**config.mk**
```make
export PLATFORM = sky130hd
export DESIGN_NAME = tx_arbiter
export DESIGN_NICKNAME = d
export VERILOG_FILES = /design/src/rtl/tx_arbiter.sv
export SDC_FILE = /design/constraint.sdc
export NUM_CORES = 1
export LEC_CHECK = 0
export ABC_CLOCK_PERIOD_IN_PS = 4850
export CORE_ASPECT_RATIO = 1.2
export CORE_MARGIN = 3
export CORE_UTILIZATION = 47
export DETAILED_ROUTE_END_ITERATION = 8
export PLACE_DENSITY = 0.84
export RECOVER_POWER = 50
export SYNTH_ARGS = -nofsm -noshare
export SYNTH_HDL_FRONTEND = slang
export SYNTH_SLANG_ARGS = --single-unit
```
**constraint.sdc**
```tcl
create_clock -name clk_i -period 4.85 [get_ports clk_i]
set_input_delay 0.485 -clock clk_i [delete_from_list [all_inputs] [get_ports clk_i]]
set_output_delay 0.485 -clock clk_i [all_outputs]
set_load 0.05 [all_outputs]
```
**src/rtl/tx_arbiter.sv**
```systemverilog
// -----------------------------------------------------------------------------
// tx_arbiter
//
// Round-robin arbiter that shares a single UART Tx module among NUM_REQ
// requesters. One character is in flight at a time. The winner's data and
// config are captured at grant time and held on tx_data_o/tx_conf_o until the
// Tx module reports completion, so requesters may change their inputs as soon
// as they see their req_ready_o pulse.
//
// Character lifecycle (all outputs registered):
//   IDLE   -> grant: req_ready_o pulse, tx_start_o=1, busy_o=1
//   START  -> hold tx_start_o until tx_busy_i is sampled high
//   WAIT   -> wait for a rising edge on tx_done_i
//   FINISH -> one-cycle done_o pulse, round-robin pointer advances
//
// Ports:
//   clk_i        single clock
//   rst_ni       asynchronous active-low reset
//   arb_en_i     permit new grants (an in-flight character always completes)
//   req_valid_i  [NUM_REQ]                   per-requester pending character
//   req_data_i   [NUM_REQ*MAX_UART_DATA_W]   packed data, requester k at slice k
//   req_conf_i   [NUM_REQ*TOTAL_CONF_W]      packed config, requester k at slice k
//   req_ready_o  [NUM_REQ]                   one-cycle onehot accept pulse
//   tx_start_o                               start request to the Tx module
//   tx_data_o    [MAX_UART_DATA_W]           data to the Tx module
//   tx_conf_o    [TOTAL_CONF_W]              {data[1:0], stop[1:0], parity_en}
//   tx_busy_i                                Tx module busy
//   tx_done_i                                Tx module done (level, one baud tick)
//   grant_idx_o  [REQ_IDX_W]                 index of current or last grant
//   busy_o                                   arbiter owns the Tx module
//   done_o                                   one-cycle pulse at completion
//   done_idx_o   [REQ_IDX_W]                 requester index valid with done_o
// -----------------------------------------------------------------------------
module tx_arbiter #(
  parameter int NUM_REQ         = 4,
  parameter int MAX_UART_DATA_W = 8,
  parameter int TOTAL_CONF_W    = 5,
  parameter int REQ_IDX_W       = 2
) (
  input  logic                                 clk_i,
  input  logic                                 rst_ni,
  input  logic                                 arb_en_i,
  input  logic [NUM_REQ-1:0]                   req_valid_i,
  input  logic [NUM_REQ*MAX_UART_DATA_W-1:0]   req_data_i,
  input  logic [NUM_REQ*TOTAL_CONF_W-1:0]      req_conf_i,
  output logic [NUM_REQ-1:0]                   req_ready_o,
  output logic                                 tx_start_o,
  output logic [MAX_UART_DATA_W-1:0]           tx_data_o,
  output logic [TOTAL_CONF_W-1:0]              tx_conf_o,
  input  logic                                 tx_busy_i,
  input  logic                                 tx_done_i,
  output logic [REQ_IDX_W-1:0]                 grant_idx_o,
  output logic                                 busy_o,
  output logic                                 done_o,
  output logic [REQ_IDX_W-1:0]                 done_idx_o
);

  typedef enum logic [1:0] {
    IDLE   = 2'd0,
    START  = 2'd1,
    WAIT   = 2'd2,
    FINISH = 2'd3
  } state_t;

  localparam logic [REQ_IDX_W-1:0] LAST_IDX_RST = REQ_IDX_W'(NUM_REQ - 1);

  // ---------------------------------------------------------------------------
  // Round-robin pick: first asserted requester scanning upward from last+1,
  // wrapping at NUM_REQ. The returned value is only used when valid is nonzero.
  // ---------------------------------------------------------------------------
  function automatic logic [REQ_IDX_W-1:0] pick_winner(
    input logic [NUM_REQ-1:0]   valid,
    input logic [REQ_IDX_W-1:0] last
  );
    logic [REQ_IDX_W-1:0] win;
    logic [REQ_IDX_W-1:0] cand;
    logic                 found;
    win   = last;
    found = 1'b0;
    for (int k = 1; k <= NUM_REQ; k++) begin
      cand  = REQ_IDX_W'((int'(last) + k) % NUM_REQ);
      win   = (!found && valid[cand]) ? cand : win;
      found = found | valid[cand];
    end
    return win;
  endfunction

  state_t                      state;
  state_t                      state_nxt;
  logic [REQ_IDX_W-1:0]        last_idx;
  logic [REQ_IDX_W-1:0]        last_idx_nxt;
  logic                        tx_done_q;
  logic                        done_rise;
  logic [REQ_IDX_W-1:0]        winner;

  logic [NUM_REQ-1:0]          req_ready_nxt;
  logic                        tx_start_nxt;
  logic [MAX_UART_DATA_W-1:0]  tx_data_nxt;
  logic [TOTAL_CONF_W-1:0]     tx_conf_nxt;
  logic [REQ_IDX_W-1:0]        grant_idx_nxt;
  logic                        busy_nxt;
  logic                        done_nxt;
  logic [REQ_IDX_W-1:0]        done_idx_nxt;

  assign winner    = pick_winner(req_valid_i, last_idx);
  // A held-high done level is one completion: only the 0->1 transition counts.
  assign done_rise = tx_done_i & ~tx_done_q;

  // Next-state and next-output logic for the arbitration FSM.
  always_comb begin
    state_nxt     = state;
    last_idx_nxt  = last_idx;
    req_ready_nxt = {NUM_REQ{1'b0}};
    tx_start_nxt  = tx_start_o;
    tx_data_nxt   = tx_data_o;
    tx_conf_nxt   = tx_conf_o;
    grant_idx_nxt = grant_idx_o;
    busy_nxt      = busy_o;
    done_nxt      = 1'b0;
    done_idx_nxt  = done_idx_o;

    case (state)
      IDLE: begin
        if (arb_en_i && (req_valid_i != {NUM_REQ{1'b0}})) begin
          // Capture the winner's character now; it is held until FINISH.
          state_nxt             = START;
          req_ready_nxt[winner] = 1'b1;
          tx_start_nxt          = 1'b1;
          busy_nxt              = 1'b1;
          grant_idx_nxt         = winner;
          tx_data_nxt           = req_data_i[int'(winner)*MAX_UART_DATA_W +: MAX_UART_DATA_W];
          tx_conf_nxt           = req_conf_i[int'(winner)*TOTAL_CONF_W +: TOTAL_CONF_W];
        end else begin
          tx_start_nxt = 1'b0;
          busy_nxt     = 1'b0;
        end
      end

      START: begin
        // No timeout: the Tx module may only react on a slow baud tick.
        if (tx_busy_i) begin
          tx_start_nxt = 1'b0;
          state_nxt    = WAIT;
        end else begin
          tx_start_nxt = 1'b1;
        end
      end

      WAIT: begin
        if (done_rise) begin
          state_nxt    = FINISH;
          done_nxt     = 1'b1;
          done_idx_nxt = grant_idx_o;
          busy_nxt     = 1'b0;
        end else begin
          state_nxt = WAIT;
        end
      end

      FINISH: begin
        // Pointer advances only once the character is complete; no grant here,
        // which guarantees at least one IDLE cycle before the next grant.
        last_idx_nxt = grant_idx_o;
        state_nxt    = IDLE;
      end

      default: begin
        state_nxt    = IDLE;
        tx_start_nxt = 1'b0;
        busy_nxt     = 1'b0;
      end
    endcase
  end

  // State, round-robin pointer and done-edge history registers.
  always_ff @(posedge clk_i or negedge rst_ni) begin
    if (!rst_ni) begin
      state     <= IDLE;
      last_idx  <= LAST_IDX_RST;
      tx_done_q <= 1'b0;
    end else begin
      state     <= state_nxt;
      last_idx  <= last_idx_nxt;
      tx_done_q <= tx_done_i;
    end
  end

  // Registered outputs.
  always_ff @(posedge clk_i or negedge rst_ni) begin
    if (!rst_ni) begin
      req_ready_o <= {NUM_REQ{1'b0}};
      tx_start_o  <= 1'b0;
      tx_data_o   <= {MAX_UART_DATA_W{1'b0}};
      tx_conf_o   <= {TOTAL_CONF_W{1'b0}};
      grant_idx_o <= {REQ_IDX_W{1'b0}};
      busy_o      <= 1'b0;
      done_o      <= 1'b0;
      done_idx_o  <= {REQ_IDX_W{1'b0}};
    end else begin
      req_ready_o <= req_ready_nxt;
      tx_start_o  <= tx_start_nxt;
      tx_data_o   <= tx_data_nxt;
      tx_conf_o   <= tx_conf_nxt;
      grant_idx_o <= grant_idx_nxt;
      busy_o      <= busy_nxt;
      done_o      <= done_nxt;
      done_idx_o  <= done_idx_nxt;
    end
  end

endmodule

```
After elaboration in Yosys (flattened, before gate mapping)
Cells that the tools add are included.
- add/sub/neg operators: 4
- multipliers: 1
- order comparisons: 6
- equality and inequality tests: 6
- shift-type cells: 2
- multiplexer cells: 27
- bitwise operators: 4
- reduce and logical (&&, ||, !) cells: 16
- operators by type and width (cell ; count):
    $shiftx 32x6->8 ; 1
    $shiftx 20x6->5 ; 1
    $lt 2x3->1 const B ; 5
    $mux 2 ; 6
    $mux 1 ; 11
    $bmux 1 s2 ; 4
    $mux 4 ; 2
    $pmux 2 s4 ; 1
    $reduce_and 2->1 ; 4
    $ne 2x2->1 const B ; 3
    $logic_and 1x1->1 ; 5
    $mul 2x3->5 const B ; 1
    $add 2x1->2 const B ; 2
    $add 2x2->2 const B ; 2
    $eq 2x2->1 const B ; 2
    $pmux 1 s2 ; 2
    $reduce_bool 2->1 ; 2
    $reduce_bool 4->1 ; 1
    $logic_not 1->1 ; 3
    $demux 1 s2 ; 1
    $eq 2x1->1 const B ; 1
    $ge 2x1->1 const B ; 1
    $logic_not 2->1 ; 1
    $or 1x1->1 ; 2
    2 further kinds ; 2
- bits in registers: 29
- bits of input ports: 61
- output and inout port bits: 24
- logic and storage cells: 77

Logic depth before layout (Yosys ltp)
Gate-level depths: netlist (run 1).
- depth after elaboration: 14
- gate-level depth with buffers: 9
- depth with buffers taken out: 7

Worst setup path after synthesis (run 1)
No wires, ideal clock.
- kind: register to register
- from: register state[0]
- to: register tx_conf_o[3]
- data arrival time: 1.691 ns
- data required time: 4.717 ns
- setup slack: 3.025 ns
- cell stages (with the launch flop): 9
- path buffers: 2
- clock period less this slack: 1.825 ns
- cell sequence: dfrtp_1 -> inv_1 -> ha_1 -> inv_1 -> or2_1 -> buf_2 -> buf_2 -> a2111oi_0 -> nor2_1
- word-level cells in the longest chain between the ends: 2
- RTL lines (what ; line ; RTL):
    start: declaration ; 88 ; state_t state;
    start signal: assignment ; 182 ; state <= state_nxt;
    $logic_not 2->1 ; 122 ; case (state)
    $reduce_and 2->1 (no line) ; n/a ;
    end signal: assignment ; 194 ; tx_conf_o <= {TOTAL_CONF_W{1'b0}};
    end signal: assignment ; 203 ; tx_conf_o <= tx_conf_nxt;
    end: declaration ; 49 ; output logic [TOTAL_CONF_W-1:0] tx_conf_o,
No other way between the ends.
A chain may end at the register's enable or synchronous reset.

Final worst setup path (run 1)
- from: input port req_valid_i[2]
- to: register tx_conf_o[3]
- word-level cells in the longest chain between the ends: 9
- elaborated cells between the ends (all ways): 25
- RTL lines (what ; line ; RTL):
    start: declaration ; 43 ; input logic [NUM_REQ-1:0] req_valid_i,
    $bmux 1 s2 ; 82, 83 ;
    $mux 1 (not written as such) ; 82, 83 ;
    $logic_not 1->1 or $or 1x1->1 (tied branches) ; 82, 83 ;
    $logic_and 1x1->1, or another cell as far along ; 82 ; win = (!found && valid[cand]) ? cand : win;
    $mux 2, or another cell as far along ; 82 ;
    $mux 2 or $logic_and 1x1->1 (tied branches) ; 82 ;
    $mux 2 ; 82 ;
    $mul 2x3->5 ; 132 ; tx_conf_nxt = req_conf_i[int'(winner)*TOTAL_CONF_W +: TOTAL_CONF_W];
    $shiftx 20x6->5 ; 132 ;
Several ways; a longest one is shown, not always the timed one. The select of a mux whose other input is x is not followed.

==> results of run 1 <==
==> metrics by stage <==
step	total power (uW)	cell area, um^2	worst slack, ps	hold slack, ps
3_5_place_dp	1550	2890	1750	477
3_3_place_gp	1530	2890	1870	463
2_1_floorplan	1220	2040	3030	189
4_1_cts	1820	3010	2020	492
5_1_grt	1920	3000	1800	541
6_report	1810	3000	2050	492
==> routing by layer <==
metal / track usage, % / vias to the layer above / share of wire [%]
met5: 0 / - / 0
met4: 9.96 / 0 / 2.8
met3: 4.72 / 11 / 4.7
met2: 37.0 / 69 / 51
met1: 28.9 / 978 / 41
li1: - / 1000 / -
==> final cells by class <==
| class | instances | area share [%] |
|---|---|---|
| multi-input combinational | 154 | 36.3 |
| sequential | 29 | 24.3 |
| timing repair buffer | 90 | 29.4 |
| clock inverter | 2 | 1.25 |
| tap | 54 | 2.25 |
| inverter | 30 | 3.75 |
| clock buffer | 6 | 2.75 |
==> synth_stat cells (all sizes together) <==
cell type  number
mux2i           1
or2             1
nor3            4
nor2           16
a31oi          26
mux2            2
nand2b         15
dfstp           2
inv            30
nand3b          2
a21o            1
o41ai           1
o21bai          1
and2b           1
o32a            1
dfrtp          27
nand3           2
o31ai          13
nor2b           2
a32o           13
clkbuf         12
a211oi          1
a22oi           1
nand2          10
a2111oi        13
buf            10
and3            1
and2           14
a21oi           2
ha              4
o21ai           6
==> worst max-delay path, cell delays in order <==
cell and delay [ps]:
clkdlybuf4s50_1 560, mux2i_1 120, a22oi_2 610, nand2_1 600, a2111oi_0 500, nor2_1 90
==> sequential cells by signal, indices dropped and copies added (netlist names) <==
register     flops
tx_data_o        8
tx_conf_o        5
req_ready_o      4
done_idx_o       2
grant_idx_o      2
last_idx         2
state            2
busy_o           1
done_o           1
tx_done_q        1
tx_start_o       1
==> cell families (layout without fill, tap and decap cells) <==
logic type	count (synthesis)	count (layout)	share of synthesized area, %
and+or+nand+nor	68	68	17.5
muxes	3	3	1.59
adders and majority gates	4	4	2.45
AOI/OAI and AO/OA	79	79	32.3
buffers and inverters	52	128	10.6
DFF	29	29	35.6
==> power groups by stage <==
stage / Combinational (uW) / Sequential (uW) / Clock (uW)
floorplan: 515 / 709 / 0
global placement: 1100 / 423 / 0
detailed placement: 1120 / 424 / 0
CTS: 1130 / 422 / 269
global route: 1200 / 435 / 284
finish: 1120 / 422 / 269
==> worst min-delay path by stage <==
| stage | startpoint | to | slack (ps) | depth (start not counted) |
|---|---|---|---|---|
| floorplan | rst_ni | busy_o$_DFFE_PN0P_ | 190 | 0 |
| global placement | done_idx_o[0]$_DFFE_PN0P_ | done_idx_o[0]$_DFFE_PN0P_ | 460 | 2 |
| detailed placement | done_idx_o[1]$_DFFE_PN0P_ | done_idx_o[1]$_DFFE_PN0P_ | 480 | 2 |
| CTS | done_idx_o[1]$_DFFE_PN0P_ | done_idx_o[1]$_DFFE_PN0P_ | 490 | 2 |
| global route | done_idx_o[0]$_DFFE_PN0P_ | done_idx_o[0]$_DFFE_PN0P_ | 540 | 2 |
| finish | done_idx_o[1]$_DFFE_PN0P_ | done_idx_o[1]$_DFFE_PN0P_ | 490 | 2 |
==> results_dict.tcl, run 1 <==
set metrics [dict create \
    status "finished, violations left" \
    violations "max-capacitance violations, max-slew violations" \
    drcViolationCount 0 \
    grt_max_degree 48 \
    yosysTopAreaCellShare_pct 33.1 \
    htreeDepth 2 \
    io_pins 85 \
    numPlacedInstances 357 \
    setup_viol 0 \
    min_period_over_period_pct 57.7 \
    grt_usage_pct 22.8 \
    dp_hpwl_um 3850 \
    power.switching_uw 880 \
    grt_pass1_wl_um 9320 \
    synth_area_mm2 0.00204 \
    rr_worst_depth 5 \
    clock_latency_ps 280 \
    pwr_density_cell_mw_per_mm2 604 \
    stdcell_count 365 \
    viasPerCell 5.64 \
    antenna_found_initial 0 \
    cp-endpoint "tx_conf_o[3]$_DFFE_PN0P_" \
    syn_avg_cell_area_um2 8.69 \
    crit_path_start_kind "input pin" \
    nFillCells 306 \
    hold_violations 0 \
    routed_wl_um 5690 \
    hold_buffers 0 \
    setup_tns_ps 0 \
    share_comb_of_total_power_pct 62.0 \
    cts_setup_buffers 0 \
    ys_seq_elements 29 \
    rr_endpoint "tx_conf_o[3]$_DFFE_PN0P_" \
    area_growth_pct 46.9 \
    switching_share_pct 48.5 \
    first_iter_violations 193 \
    cp-end-kind "flip-flop" \
    required_ps 5010 \
    min-delay-path-class "reg -> reg" \
    intPower_uw 934 \
    final_util_pct 73.8 \
    crit_fanout 15 \
    cts_buffers 5 \
    grt_pass1_vias 2024 \
    ir_drop_uv 387 \
    rsz0062_at_grt "false" \
    dieArea_mm2 0.00518 \
    relSlewSlack_pct -7.41 \
    synth_cell_type_count 36 \
    clkTransAtPathRegs_ps 70 \
    clockRootBuffer "clkbuf_8" \
    drv_cap 1 \
    synth_cells 235 \
    finClkSkew_ps 2.56 \
    place_congestion 0.804 \
    drv_slew 30 \
    grt-ovfl-total 0 \
    post_drt_wl_per_cell_um 15.6 \
    final_common_cell "clkdlybuf4s50_1" \
    rows 25 \
    yosysWarnings 0 \
    first_pass_iters 4 \
    pwr-share-seq_pct 23.2 \
    power.share.clock_pct 14.8 \
    min_period_ps 2800 \
    critPathArrivalTime_ps 2960 \
    vias 2058 \
    core_area_mm2 0.00407 \
    p_leak_uw 0.00126 \
    max_freq_mhz 357 \
    seq_area_um2 728 \
    chipHeight_um 78.2 \
    final_nets 375 \
    cts_resized 0 \
    clock-sinks 29 \
    reg2reg_from "last_idx[0]$_DFFE_PN1N_" \
    diodes 0 \
    tightest_slew_ps 1610 \
    cts_buffer_depth 2 \
    reg2reg_slack_ps 2230 \
    critPathKind "in -> reg" \
    startpoint "req_valid_i[2]" \
    cts_tree "built" \
    yosysSeqAreaShare_pct 35.6 \
    drive_gt1_share_pct 8.68 \
    synth_top_cell_by_area "dfrtp_1" \
    start_util_pct 50.2 \
    ant_nets 0 \
    synthTopCellsByArea "dfrtp_1, a31oi_1, a32o_1" \
    io_buffers 84 \
    layout_common_cells "clkdlybuf4s50_1, inv_1, dfrtp_1, a31oi_1, nor2_1" \
    die_w_um 66.2 \
    synth_fp_nets 300 \
    multi_input_area_mm2 0.00109 \
]
Power figures use the tool's default switching activity.
==> run 2, diff against run 1 <==
Settings changed: ABC_CLOCK_PERIOD_IN_PS 4850 to 2650, CORE_UTILIZATION 47 to 43, PLACE_DENSITY 0.84 to 0.77.
Clock period 4.85 ns to 2.65 ns, I/O delays scaled along.
==> run 2 against run 1 <==
Utilization down 4.8 points. Sequential power increased by 82%. Worst setup slack lost 1600 ps. The flow still finishes with violations (max-capacitance violations, max-slew violations). Via count increased by 0.15%. Die area increased by 8.5%.
==> results_dict.tcl, run 2 (synthesis results as in run 1) <==
set metrics [dict create \
    grt_pass1_wl_um 9280 \
    rows 26 \
    place_congestion 0.798 \
    numPlacedInstances 365 \
    cts_resized 0 \
    drive_gt1_share_pct 10.4 \
    die_w_um 68.9 \
    pwr_density_cell_mw_per_mm2 1100 \
    cp-end-kind "flip-flop" \
    rsz0062_at_grt "false" \
    clockRootBuffer "clkbuf_8" \
    stdcell_count 374 \
    min-delay-path-class "reg -> reg" \
    cts_buffers 5 \
    dp_hpwl_um 4220 \
    crit_fanout 27 \
    reg2reg_slack_ps 630 \
    cts_setup_buffers 0 \
    rr_worst_depth 7 \
    grt_usage_pct 21.9 \
    setup_tns_ps 0 \
    post_drt_wl_per_cell_um 15.4 \
    violations "max-capacitance violations, max-slew violations" \
    grt_pass1_vias 2030 \
    core_area_mm2 0.00442 \
    min_period_over_period_pct 83.3 \
    top_register "tx_data_o" \
    first_iter_violations 119 \
    htreeDepth 2 \
    io_buffers 84 \
    viasPerCell 5.51 \
    area_growth_pct 49.4 \
    clock_latency_ps 290 \
    holdPathStages 2 \
    cts_buffer_depth 2 \
    drv_slew 30 \
    layout_common_cells "clkdlybuf4s50_1, inv_1, dfrtp_1, a31oi_1, nor2_1" \
    antenna_found_initial 0 \
    p_leak_uw 0.00129 \
    chipHeight_um 81.5 \
    hold_buffers 0 \
    grt_max_degree 30 \
    vias 2061 \
    crit_path_start_kind "input pin" \
    largest_reg_flops 8 \
    setup_viol 0 \
    clock-sinks 29 \
    status "finished, violations left" \
    routed_wl_um 5770 \
    ir_drop_uv 790 \
    max_freq_mhz 453 \
    final_common_cell "clkdlybuf4s50_1" \
    final_nets 381 \
    finClkSkew_ps 1.64 \
    critPathKind "in -> reg" \
    min_period_ps 2210 \
    drv_cap 1 \
    hold_violations 0 \
    ant_nets 0 \
    io_pins 85 \
    power_uw 3350 \
    drcViolationCount 0 \
    grt-ovfl-total 0 \
    critPathArrivalTime_ps 2370 \
    dieArea_mm2 0.00562 \
    clkTransAtPathRegs_ps 70 \
    tightest_slew_ps 1580 \
    start_util_pct 46.2 \
    cts_tree "built" \
    largestRegisters "tx_data_o (8), tx_conf_o (5), req_ready_o (4)" \
    first_pass_iters 4 \
    required_ps 2820 \
    relSlewSlack_pct -5.05 \
]
run 2: through the flow:
step                setup WS [ps]  instance area [um^2]  hold slack, ps  utilization, %
floorplan                     825                  2040           -30.6               -
global placement              442                  2950             457            66.7
detailed placement            397                  2950             480            66.7
CTS                           631                  3060             361            69.2
global route                  330                  3050             539            68.9
finish                        442                  3050             485            69.0
run 2: final timing paths:
kind                                                 from                   endpoint
worst max register to register       state[0]$_DFFE_PN0P_   tx_conf_o[4]$_DFFE_PN0P_
min in group asynchronous                          rst_ni   req_ready_o[3]$_DFF_PN0_
max in group asynchronous                          rst_ni   tx_data_o[5]$_DFFE_PN0P_
worst min register to register  done_idx_o[1]$_DFFE_PN0P_  done_idx_o[1]$_DFFE_PN0P_
worst min-delay path            done_idx_o[1]$_DFFE_PN0P_  done_idx_o[1]$_DFFE_PN0P_
worst max-delay path                       req_valid_i[3]   tx_conf_o[2]$_DFFE_PN0P_
run 2: cell type report:
cell class	instances	area [um^2]
diodes	1	2.50
clock buffers	6	72.6
clock inverters	2	35.0
fillers	395	1370
inverters	30	113
multi-input cells	154	1090
flip-flops and latches	29	728
well taps	56	70.1
repair buffers	96	940
run 2: report_power, final:
part	internal, uW	total, uW	leakage, uW	switching [uW]
Sequential	645	770	0.000345	125
Combinational	811	2120	0.000886	1310
Clock	279	461	0.0000552	182
Total	1730	3350	0.00129	1620
run 2: critical path, cell delays in order:
cell and delay [ps]:
dlygate4sd3_1 620, o41ai_1 680, or2_2 380, buf_12 210
nand2b_1 70, o31ai_1 70, nor2_1 70
run 2: routing by layer:
| metal | vias up | share of wire, % | GRT usage, % |
|---|---|---|---|
| met5 | - | 0 | 0 |
| met4 | 0 | 2.0 | 11.5 |
| met3 | 9 | 5.5 | 4.79 |
| met2 | 66 | 53 | 36.4 |
| met1 | 978 | 40 | 26.1 |
| li1 | 1008 | - | - |
